### src/rtl/elastic_reg_pipe.sv
// Elastic register pipeline: DEPTH stages of WIDTH-bit data with valid/ready on
// both sides, synchronous flush and a registered occupancy count.
module elastic_reg_pipe #(
  parameter int unsigned      WIDTH     = 8,
  parameter int unsigned      DEPTH     = 4,
  parameter logic [WIDTH-1:0] RESET_VAL = '0
) (
  input  logic                       clk,
  input  logic                       rst_n,
  input  logic                       in_valid,
  output logic                       in_ready,
  input  logic [WIDTH-1:0]           in_data,
  output logic                       out_valid,
  input  logic                       out_ready,
  output logic [WIDTH-1:0]           out_data,
  input  logic                       flush,
  output logic [$clog2(DEPTH+1)-1:0] occupancy
);
  localparam int unsigned      OCC_W   = $clog2(DEPTH + 1);
  localparam logic [OCC_W-1:0] OCC_MAX = OCC_W'(DEPTH);

  logic [DEPTH-1:0]            vld_vec;
  logic [DEPTH-1:0][WIDTH-1:0] dat_vec;
  logic [DEPTH:0]              rdy;
  logic                        in_xfer;
  logic                        out_xfer;
  logic [OCC_W-1:0]            occ_q;
  logic [OCC_W-1:0]            occ_d;

  // A stage is ready when it is empty or its downstream neighbour is ready.
  assign rdy[DEPTH] = out_ready;

  for (genvar gi = 0; gi < DEPTH; gi++) begin : g_stage
    logic             vld_q;
    logic             vld_d;
    logic [WIDTH-1:0] dat_q;
    logic [WIDTH-1:0] dat_d;
    logic             up_vld;
    logic [WIDTH-1:0] up_dat;

    if (gi == 0) begin : g_head
      assign up_vld = in_valid & ~flush;
      assign up_dat = in_data;
    end else begin : g_body
      assign up_vld = vld_vec[gi-1];
      assign up_dat = dat_vec[gi-1];
    end

    assign rdy[gi]     = ~vld_q | rdy[gi+1];
    assign vld_vec[gi] = vld_q;
    assign dat_vec[gi] = dat_q;

    // Data only moves with a valid word so a bubble never clobbers held data.
    always_comb begin
      vld_d = vld_q;
      dat_d = dat_q;
      if (flush) begin
        vld_d = 1'b0;
      end else if (rdy[gi]) begin
        vld_d = up_vld;
      end
      if (rdy[gi] && up_vld) begin
        dat_d = up_dat;
      end
    end

    always_ff @(posedge clk or negedge rst_n) begin
      if (!rst_n) begin
        vld_q <= 1'b0;
        dat_q <= RESET_VAL;
      end else begin
        vld_q <= vld_d;
        dat_q <= dat_d;
      end
    end
  end

  assign in_ready  = rdy[0] & ~flush;
  assign out_valid = vld_vec[DEPTH-1] & ~flush;
  assign out_data  = dat_vec[DEPTH-1];
  assign in_xfer   = in_valid & in_ready;
  assign out_xfer  = out_valid & out_ready;

  always_comb begin
    occ_d = occ_q;
    if (flush) begin
      occ_d = '0;
    end else if (in_xfer && !out_xfer) begin
      occ_d = occ_q + OCC_W'(1);
    end else if (!in_xfer && out_xfer) begin
      occ_d = occ_q - OCC_W'(1);
    end
  end

  always_ff @(posedge clk or negedge rst_n) begin
    if (!rst_n) begin
      occ_q <= '0;
    end else begin
      occ_q <= occ_d;
    end
  end

  assign occupancy = occ_q;

  a_occ_matches_vld: assert property (@(posedge clk) disable iff (!rst_n)
    occupancy == OCC_W'($countones(vld_vec)));

  a_occ_bounded: assert property (@(posedge clk) disable iff (!rst_n)
    occupancy <= OCC_MAX);

  // A presented word must not change or vanish until it is taken (or flushed).
  a_out_hold: assert property (@(posedge clk) disable iff (!rst_n)
    (out_valid && !out_ready) |=> (flush || (out_valid && $stable(out_data))));

endmodule

### config.mk
export PLATFORM = sky130hd
export DESIGN_NAME = elastic_reg_pipe
export DESIGN_NICKNAME = d
export VERILOG_FILES = /design/src/rtl/elastic_reg_pipe.sv
export SDC_FILE = /design/constraint.sdc
export NUM_CORES = 1
export LEC_CHECK = 0
export CORE_UTILIZATION = 45
export CTS_CLUSTER_DIAMETER = 150
export DETAILED_ROUTE_END_ITERATION = 6
export MAX_ROUTING_LAYER = met4
export PLACE_DENSITY = 0.7
export REMOVE_ABC_BUFFERS = 1
export SYNTH_ARGS = -nofsm -noshare
export SYNTH_HDL_FRONTEND = slang
export SYNTH_SLANG_ARGS = --single-unit
### constraint.sdc
create_clock -name clk -period 2.1 [get_ports clk]
set_input_delay 0.42 -clock clk [delete_from_list [all_inputs] [get_ports clk]]
set_output_delay 0.42 -clock clk [all_outputs]
set_load 0.1 [all_outputs]
=== Word-level counts from Yosys, hierarchy flattened ===
Cells that the tools add are included.
Widths: inputs -> output; s select.

* Bits in registers: 39
* Output and inout bits: 13
* Word-level logic and storage cells: 49

* $add $sub $neg: 2
* Mux-type cells: 11
* Bitwise operators: 14
* Reduce and logical (&&, ||, !) cells: 13

{| class="wikitable"
|+ Operators with widths
! kind !! number
|-
| $mux 3 || 3
|-
| $mux 1 || 8
|-
| $reduce_bool 2->1 || 4
|-
| $logic_and 1x1->1 || 6
|-
| $and 1x1->1 || 5
|-
| $not 1->1 || 5
|-
| $or 1x1->1 || 4
|-
| $add 3x1->3 const B || 1
|-
| $reduce_bool 3->1 || 1
|-
| $sub 3x1->3 const B || 1
|-
| $logic_not 1->1 || 2
|}

=== Longest topological paths before layout ===
Gate-level depths: netlist of run 1.

* Depth after elaboration: 12
* Mapped depth: 8
* Mapped depth without buffers: 7

=== Least setup slack after synthesis of run 1 ===
OpenSTA, ideal clock, no wires.

* Path type: register to output
* Start point: reg g_stage[2].vld_q
* End point: out in_ready
* Arrival: 2.200 ns
* Data required time: 1.680 ns
* Setup slack: -0.520 ns
* Cell stages (with the launch flop): 4
* Path through: dfrtp_1 clkbuf_2 and3_2 a21oi_1

* Word-level cells in the longest chain between the ends: 5

{| class="wikitable"
|+ Ends and longest elaborated chain
! element !! RTL line !! RTL
|-
| start: declaration || 34 || <nowiki>logic vld_q;</nowiki>
|-
| start signal: assignment || 72 || <nowiki>vld_q <= vld_d;</nowiki>
|-
| $not 1->1 || 49 || <nowiki>assign rdy[gi] = ~vld_q | rdy[gi+1];</nowiki>
|-
| $or 1x1->1 (3 in a row) || 49 ||
|-
| $and 1x1->1 || 78 || <nowiki>assign in_ready = rdy[0] & ~flush;</nowiki>
|-
| end: declaration || 11 || <nowiki>output logic in_ready,</nowiki>
|}

Every way passes these cells.

=== Final worst setup path of run 1 ===
* Start point: in out_ready
* End point: reg occ_q[2], in the netlist occupancy[2]

* Word-level cells in the longest chain between the ends: 9

{| class="wikitable"
|+ Ends and longest elaborated chain
! element !! RTL line !! RTL
|-
| start: declaration || 14 || <nowiki>input logic out_ready,</nowiki>
|-
| $or 1x1->1 (4 in a row) || 49 ||
|-
| $and 1x1->1 || 78 ||
|-
| $and 1x1->1 || 81 || <nowiki>assign in_xfer = in_valid & in_ready;</nowiki>
|-
| $logic_and 1x1->1 / $logic_not 1->1 (equally long branches) || 88, 90 ||
|-
| $mux 3 / $logic_and 1x1->1 (equally long branches) || 88, 90 ||
|-
| $mux 3 / $reduce_bool 3->1 (equally long branches) || -- ||
|-
| end signal: assignment || 97 || <nowiki>occ_q <= '0;</nowiki>
|-
| end signal: assignment || 99 || <nowiki>occ_q <= occ_d;</nowiki>
|-
| end: declaration || 27 || <nowiki>logic [OCC_W-1:0] occ_q;</nowiki>
|}

Several ways; a longest one is shown, not always the timed one.
A chain may end at the register's enable or synchronous reset.

==> flow_summary.toml, run 1 <==
[timing]
finalClockSkew_ns = 0.00822
max_freq_ghz = 0.490
slew_viol_final = 0
worst_slack_ns = 0.0611
finalHoldViolations = 0
fin_crit_sh_pct = 97.1
setup_viol = 0
worst_pin_slew_ns = 0.857
relSlewSlack_pct = 42.9
setup_tns_ns = 0
finalCriticalPeriod_ns = 2.04
hold_slack_ns = 0.238

[synth]
yosys_warnings = 0
synthArstFlopShare_pct = 100
ys.flop_type = "dfrtp_1"
synth_area_um2 = 1670
synth_edf_count = 0
syn_inst = 116
synth-seq-area-share_pct = 58.6
avgSynthCellArea_um2 = 14.4
ys_ff_latch = 39
synth_cell_type_count = 25

[cells_and_area]
drive_gt1_share_pct = 49.0
area_growth_syn_to_layout_pct = 30.8
finish.utilization_pct = 63.3
final_nets = 168
diodes = 0
design_area_um2 = 2180
fin_cells = 201

[detailed_routing]
ant_nets = 0
wl_met2_mm = 1.38
vias = 1008
first_iter_violations = 33
drt-met1-wl_mm = 1.31
post-route-drc-count = 0
viasPerCell = 5.01
top_layer_used = "met4"
wl_per_cell_um = 14.0
wl_met3_um = 89
drt_wl_total_mm = 2.81
drtPass1Iterations = 3

[flow_run]
max_cap_violations = 0

[worst_setup_path]
required_ns = 2.27
crit_chain = "clkdlybuf4s50_1 > o21ai_0 > and2_1 > fa_2 > buf_4 > nor3b_2 > a211oi_2 > mux2_4"
max_stage_delay_ns = 0.48
end_kind = "flip-flop"
worst-endpoint-arrival_ns = 2.21
start_kind = "primary input"
r2r_slack_ns = 0.13
crit_buf_inv = 2
critPathKind = "in2reg"
cp_max_fo = 2
critical-path-slowest-cell = "clkdlybuf4s50_1"
crit_family = "buffers and inverters"

[place]
dp_slack_ns = -0.306
port_buffers = 25
hpwl_mm = 2.05
dp_cells = 193
dpl_cell_area_um2 = 2010
gp_congestion = 0.762

[pwr]
pwr-share-seq_pct = 36.3
internal_power_mw = 1.75
switchingPower_mw = 1.17
swShare_pct = 39.9
totalPowerFinal_mw = 2.92
clkPwrFrac_pct = 25.1
p_comb_share_pct = 38.6
power_density_nw_per_um2 = 1340
peakVddDrop_mv = 0.556
p_leak_nw = 0.963

[clock_network]
cts-hold-fix-buffers = 0
cts.path.max_buffers = 2
clock_latency_ns = 0.28
cts.sinks = 39
cts_made_buffers = 5
clk_pin_slew_ns = 0.08
cts_tree = "built"
htree_levels = 2
ctsRootBufferMaster = "clkbuf_8"

[grt]
grt_pass1_vias = 1097
antenna_found_initial = 0
grt_max_degree = 40
grt_pass1_wl_mm = 4.86
grt_usage_pct = 16.6
grt_overflow = 0

[floorplan]
core_area_um2 = 3440
die_h_um = 62.9
start_util_pct = 48.4
num_io_pins = 26
die_w_um = 62.9
placementRows = 21
die_area_um2 = 3950

[hold_path]
hp-class = "in2async"

[run_status]
status = "complete, no violations"
## layer usage
metal,GRT usage [%],vias to the layer above
met1,18.5,507
met2,28.1,16
met3,4.01,2
li1,-,483
met5,-,-
met4,6.98,0
## kinds of logic after synthesis
logic type               after synthesis  share of synthesized area, %
AO/OA/AOI/OAI                         11                          6.16
adder cells (fa/ha/maj)                1                          1.20
buffers and inverters                  7                          1.88
flip-flops                            39                          58.6
multiplexers                          35                          23.6
AND/OR/NAND/NOR                       23                          8.56
## cell type report
cell class              count  area (µm²)
flip-flops and latches     39         976
multi-input cells          70         689
inverters                   4        15.0
repair buffers             34         305
well taps                  46        57.6
clock inverters             3        67.6
clock buffers               5        68.8
fillers                   282        1260
## power groups by stage
| stage | Sequential (mW) | Combinational (mW) | Clock, mW |
|---|---|---|---|
| 4_1_cts | 1.06 | 1.12 | 0.754 |
| 3_3_place_gp | 1.07 | 1.10 | 0 |
| 2_1_floorplan | 1.69 | 0.237 | 0 |
| 6_report | 1.06 | 1.13 | 0.732 |
| 3_5_place_dp | 1.08 | 1.12 | 0 |
| 5_1_grt | 1.09 | 1.17 | 0.779 |
## final timing paths
check                                                start                         endpoint  depth (start not counted)
max                                              out_ready         occupancy[2]$_DFFE_PN0P_                          8
min                                                  rst_n  g_stage[2].dat_q[6]$_DFFE_PN0P_                          1
max reg2reg                   g_stage[2].vld_q$_DFFE_PN0P_         occupancy[2]$_DFFE_PN0P_                          8
min reg2reg                g_stage[0].dat_q[2]$_DFFE_PN0P_  g_stage[0].dat_q[2]$_DFFE_PN0P_                          1
max in group asynchronous                            rst_n  g_stage[1].dat_q[5]$_DFFE_PN0P_                          1
min in group clk           g_stage[0].dat_q[2]$_DFFE_PN0P_  g_stage[0].dat_q[2]$_DFFE_PN0P_                          1
## registers in the layout, indices dropped and copies added (netlist names)
name	count
g_stage.dat_q	24
g_stage.vld_q	4
occupancy	3
out_data	8
## repair_timing
action                                 in CTS  in global routing
setup endpoints to repair                   1                  2
resized for setup                           1                  6
setup buffers                               0                  0
endpoints found under the hold margin       0                  0
## synthesized netlist by cell type, types with 2 or more instances
cell | count | area (µm²)
dfrtp_1 | 39 | 976
mux2_2 | 33 | 372
nor2_1 | 8 | 30.0
nor2b_1 | 5 | 31.3
a21oi_1 | 4 | 20.0
inv_1 | 4 | 15.0
o21ai_4 | 3 | 48.8
mux2_1 | 2 | 22.5
nor3b_1 | 2 | 15.0
## layout by cell type, fill, tap and decap left out, drive strengths merged, types with 2 or more instances in the layout
cell and instances:
a21oi 4, buf 23, bufinv 2, clkbuf 5
clkdlybuf4s50 11, dfrtp 39, inv 4, mux2 35
nand2 2, nor2 8, nor2b 5, nor3b 2
o21ai 4
Note: power is estimated with default switching activity, not from simulation.
==> run 2: changes to the inputs <==
Settings changed: CORE_UTILIZATION 45 to 42, PLACE_DENSITY 0.7 to 0.66, SLEW_MARGIN from default to 20.
==> run 2 against run 1 <==
Net effect:
- count of clock-buffer cells in the layout up 1
- highest routed layer unchanged
- cell count up 2.0%
- die area up 6.9%
- largest cell class unchanged
- largest power group unchanged
- critical endpoint unchanged
- first-iteration DRC count down 9.1%
- global-route usage down 0.30 points
- routed wire length down 1.9%
==> flow_summary.toml, run 2 (synthesis gave the netlist of run 1 again) <==
[timing]
finalClockSkew_ns = 0.00548
slew_viol_final = 0
setup_tns_ns = 0
finalCriticalPeriod_ns = 2.07
fin_crit_sh_pct = 98.6
worst_pin_slew_ns = 0.577
max_freq_ghz = 0.483
setup_viol = 0
worst_slack_ns = 0.0284
finalHoldViolations = 0
relSlewSlack_pct = 61.5

[cells_and_area]
finish.utilization_pct = 58.3
drive_gt1_share_pct = 50.3
area_growth_syn_to_layout_pct = 30.9
design_area_um2 = 2180
diodes = 0
layout_common_cells = "dfrtp_1, mux2_2, buf_4"
largest_register_ffs = 24
final_nets = 170
final_common_cell = "dfrtp_1"
regMostFlops = "g_stage.dat_q"
fill_cells = 324
regArea_um2 = 976
multiInputGateArea_um2 = 691

[grt]
grt_pass1_wl_mm = 4.85
antenna_found_initial = 0
met1_usage_pct = 18.6
grt_max_degree = 28
met2_usage_pct = 25.8
grt_pass1_vias = 1063
busiest_layer = "met2"
grt_use_met3_pct = 3.70
grt_overflow = 0
grt_usage_pct = 16.3

[clock_network]
ctsRootBufferMaster = "clkbuf_8"
clock_latency_ns = 0.28
cts_tree = "built"
cts-hold-fix-buffers = 0
postCtsSetupBuffers = 0
clk_pin_slew_ns = 0.07
cts.sinks = 39
cts_made_buffers = 5
cts.path.max_buffers = 2
htree_levels = 2

[detailed_routing]
vias = 1024
ant_nets = 0
post-route-drc-count = 0
drt_wl_total_mm = 2.75
drtPass1Iterations = 4
viasPerCell = 5.00
first_iter_violations = 30
wl_per_cell_um = 13.4

[worst_setup_path]
ff2ff_path_depth = 7
r2r-start = "g_stage[2].vld_q$_DFFE_PN0P_"
r2r_slack_ns = 0.11
required_ns = 2.27
r2r_end = "occupancy[2]$_DFFE_PN0P_"
critPathKind = "in2reg"
cp_max_fo = 2
start_kind = "primary input"
end_kind = "flip-flop"
worst-endpoint-arrival_ns = 2.24

[pwr]
peakVddDrop_mv = 0.898
power_density_nw_per_um2 = 1290
totalPowerFinal_mw = 2.82
p_leak_nw = 0.982

[place]
hpwl_mm = 2.05
dp_slack_ns = -0.343
port_buffers = 25
dpl_cell_area_um2 = 2030
gp_congestion = 0.756

[floorplan]
die_h_um = 65.0
placementRows = 22
die_area_um2 = 4220
num_io_pins = 26
start_util_pct = 44.5
die_w_um = 65.0
core_area_um2 = 3740

[run_status]
status = "complete, no violations"

[hold_path]
hp-class = "in2async"

[flow_run]
max_cap_violations = 0
[run 2: per-stage QoR]
stage	std cells	hold slack, ns
after floorplan	113	0.124
after CTS	205	0.138
after detailed placement	197	0.454
after global placement	197	0.445
after global routing	205	0.153
final	205	0.125
[run 2: timing repair]
action | CTS | global route
resized for setup | 1 | 8
setup endpoints to repair | 1 | 1
pin swaps | 0 | 4
[run 2: metal layers]
metal,vias to the layer above,share of wire [%]
li1,490,-
met1,512,43
met2,18,52
met3,4,3.0
met4,0,2.0
met5,-,0
[run 2: worst max-delay path: stages]
cell,delay (ns)
clkdlybuf4s50_1,0.42
nor2b_4,0.13
and2_4,0.16
fa_2,0.35
and4b_1,0.19
a211oi_2,0.24
mux2_4,0.32
[run 2: final cells by class]
class / count / area share [%]
clock inverter: 2 / 1.61
inverter: 4 / 0.688
multi-input combinational: 70 / 31.7
sequential: 39 / 44.7
tap: 48 / 2.75
clock buffer: 6 / 3.78
timing repair buffer: 36 / 14.8
[run 2: power breakdown]
group	total, mW	switching, mW	internal [mW]	leakage [nW]
sequential	1.06	0.102	0.956	0.475
clock	0.630	0.246	0.384	0.0612
combinational	1.13	0.803	0.325	0.445
[run 2: worst max path at each step]
| stage | start | endpoint | depth (start not counted) |
|---|---|---|---|
| after global placement | out_ready | occupancy[2]$_DFFE_PN0P_ | 7 |
| final | in_valid | occupancy[2]$_DFFE_PN0P_ | 7 |
| after detailed placement | out_ready | occupancy[2]$_DFFE_PN0P_ | 7 |
| after global routing | in_valid | occupancy[2]$_DFFE_PN0P_ | 7 |
| after floorplan | g_stage[2].vld_q$_DFFE_PN0P_ | in_ready | 2 |
| after CTS | out_ready | occupancy[2]$_DFFE_PN0P_ | 8 |
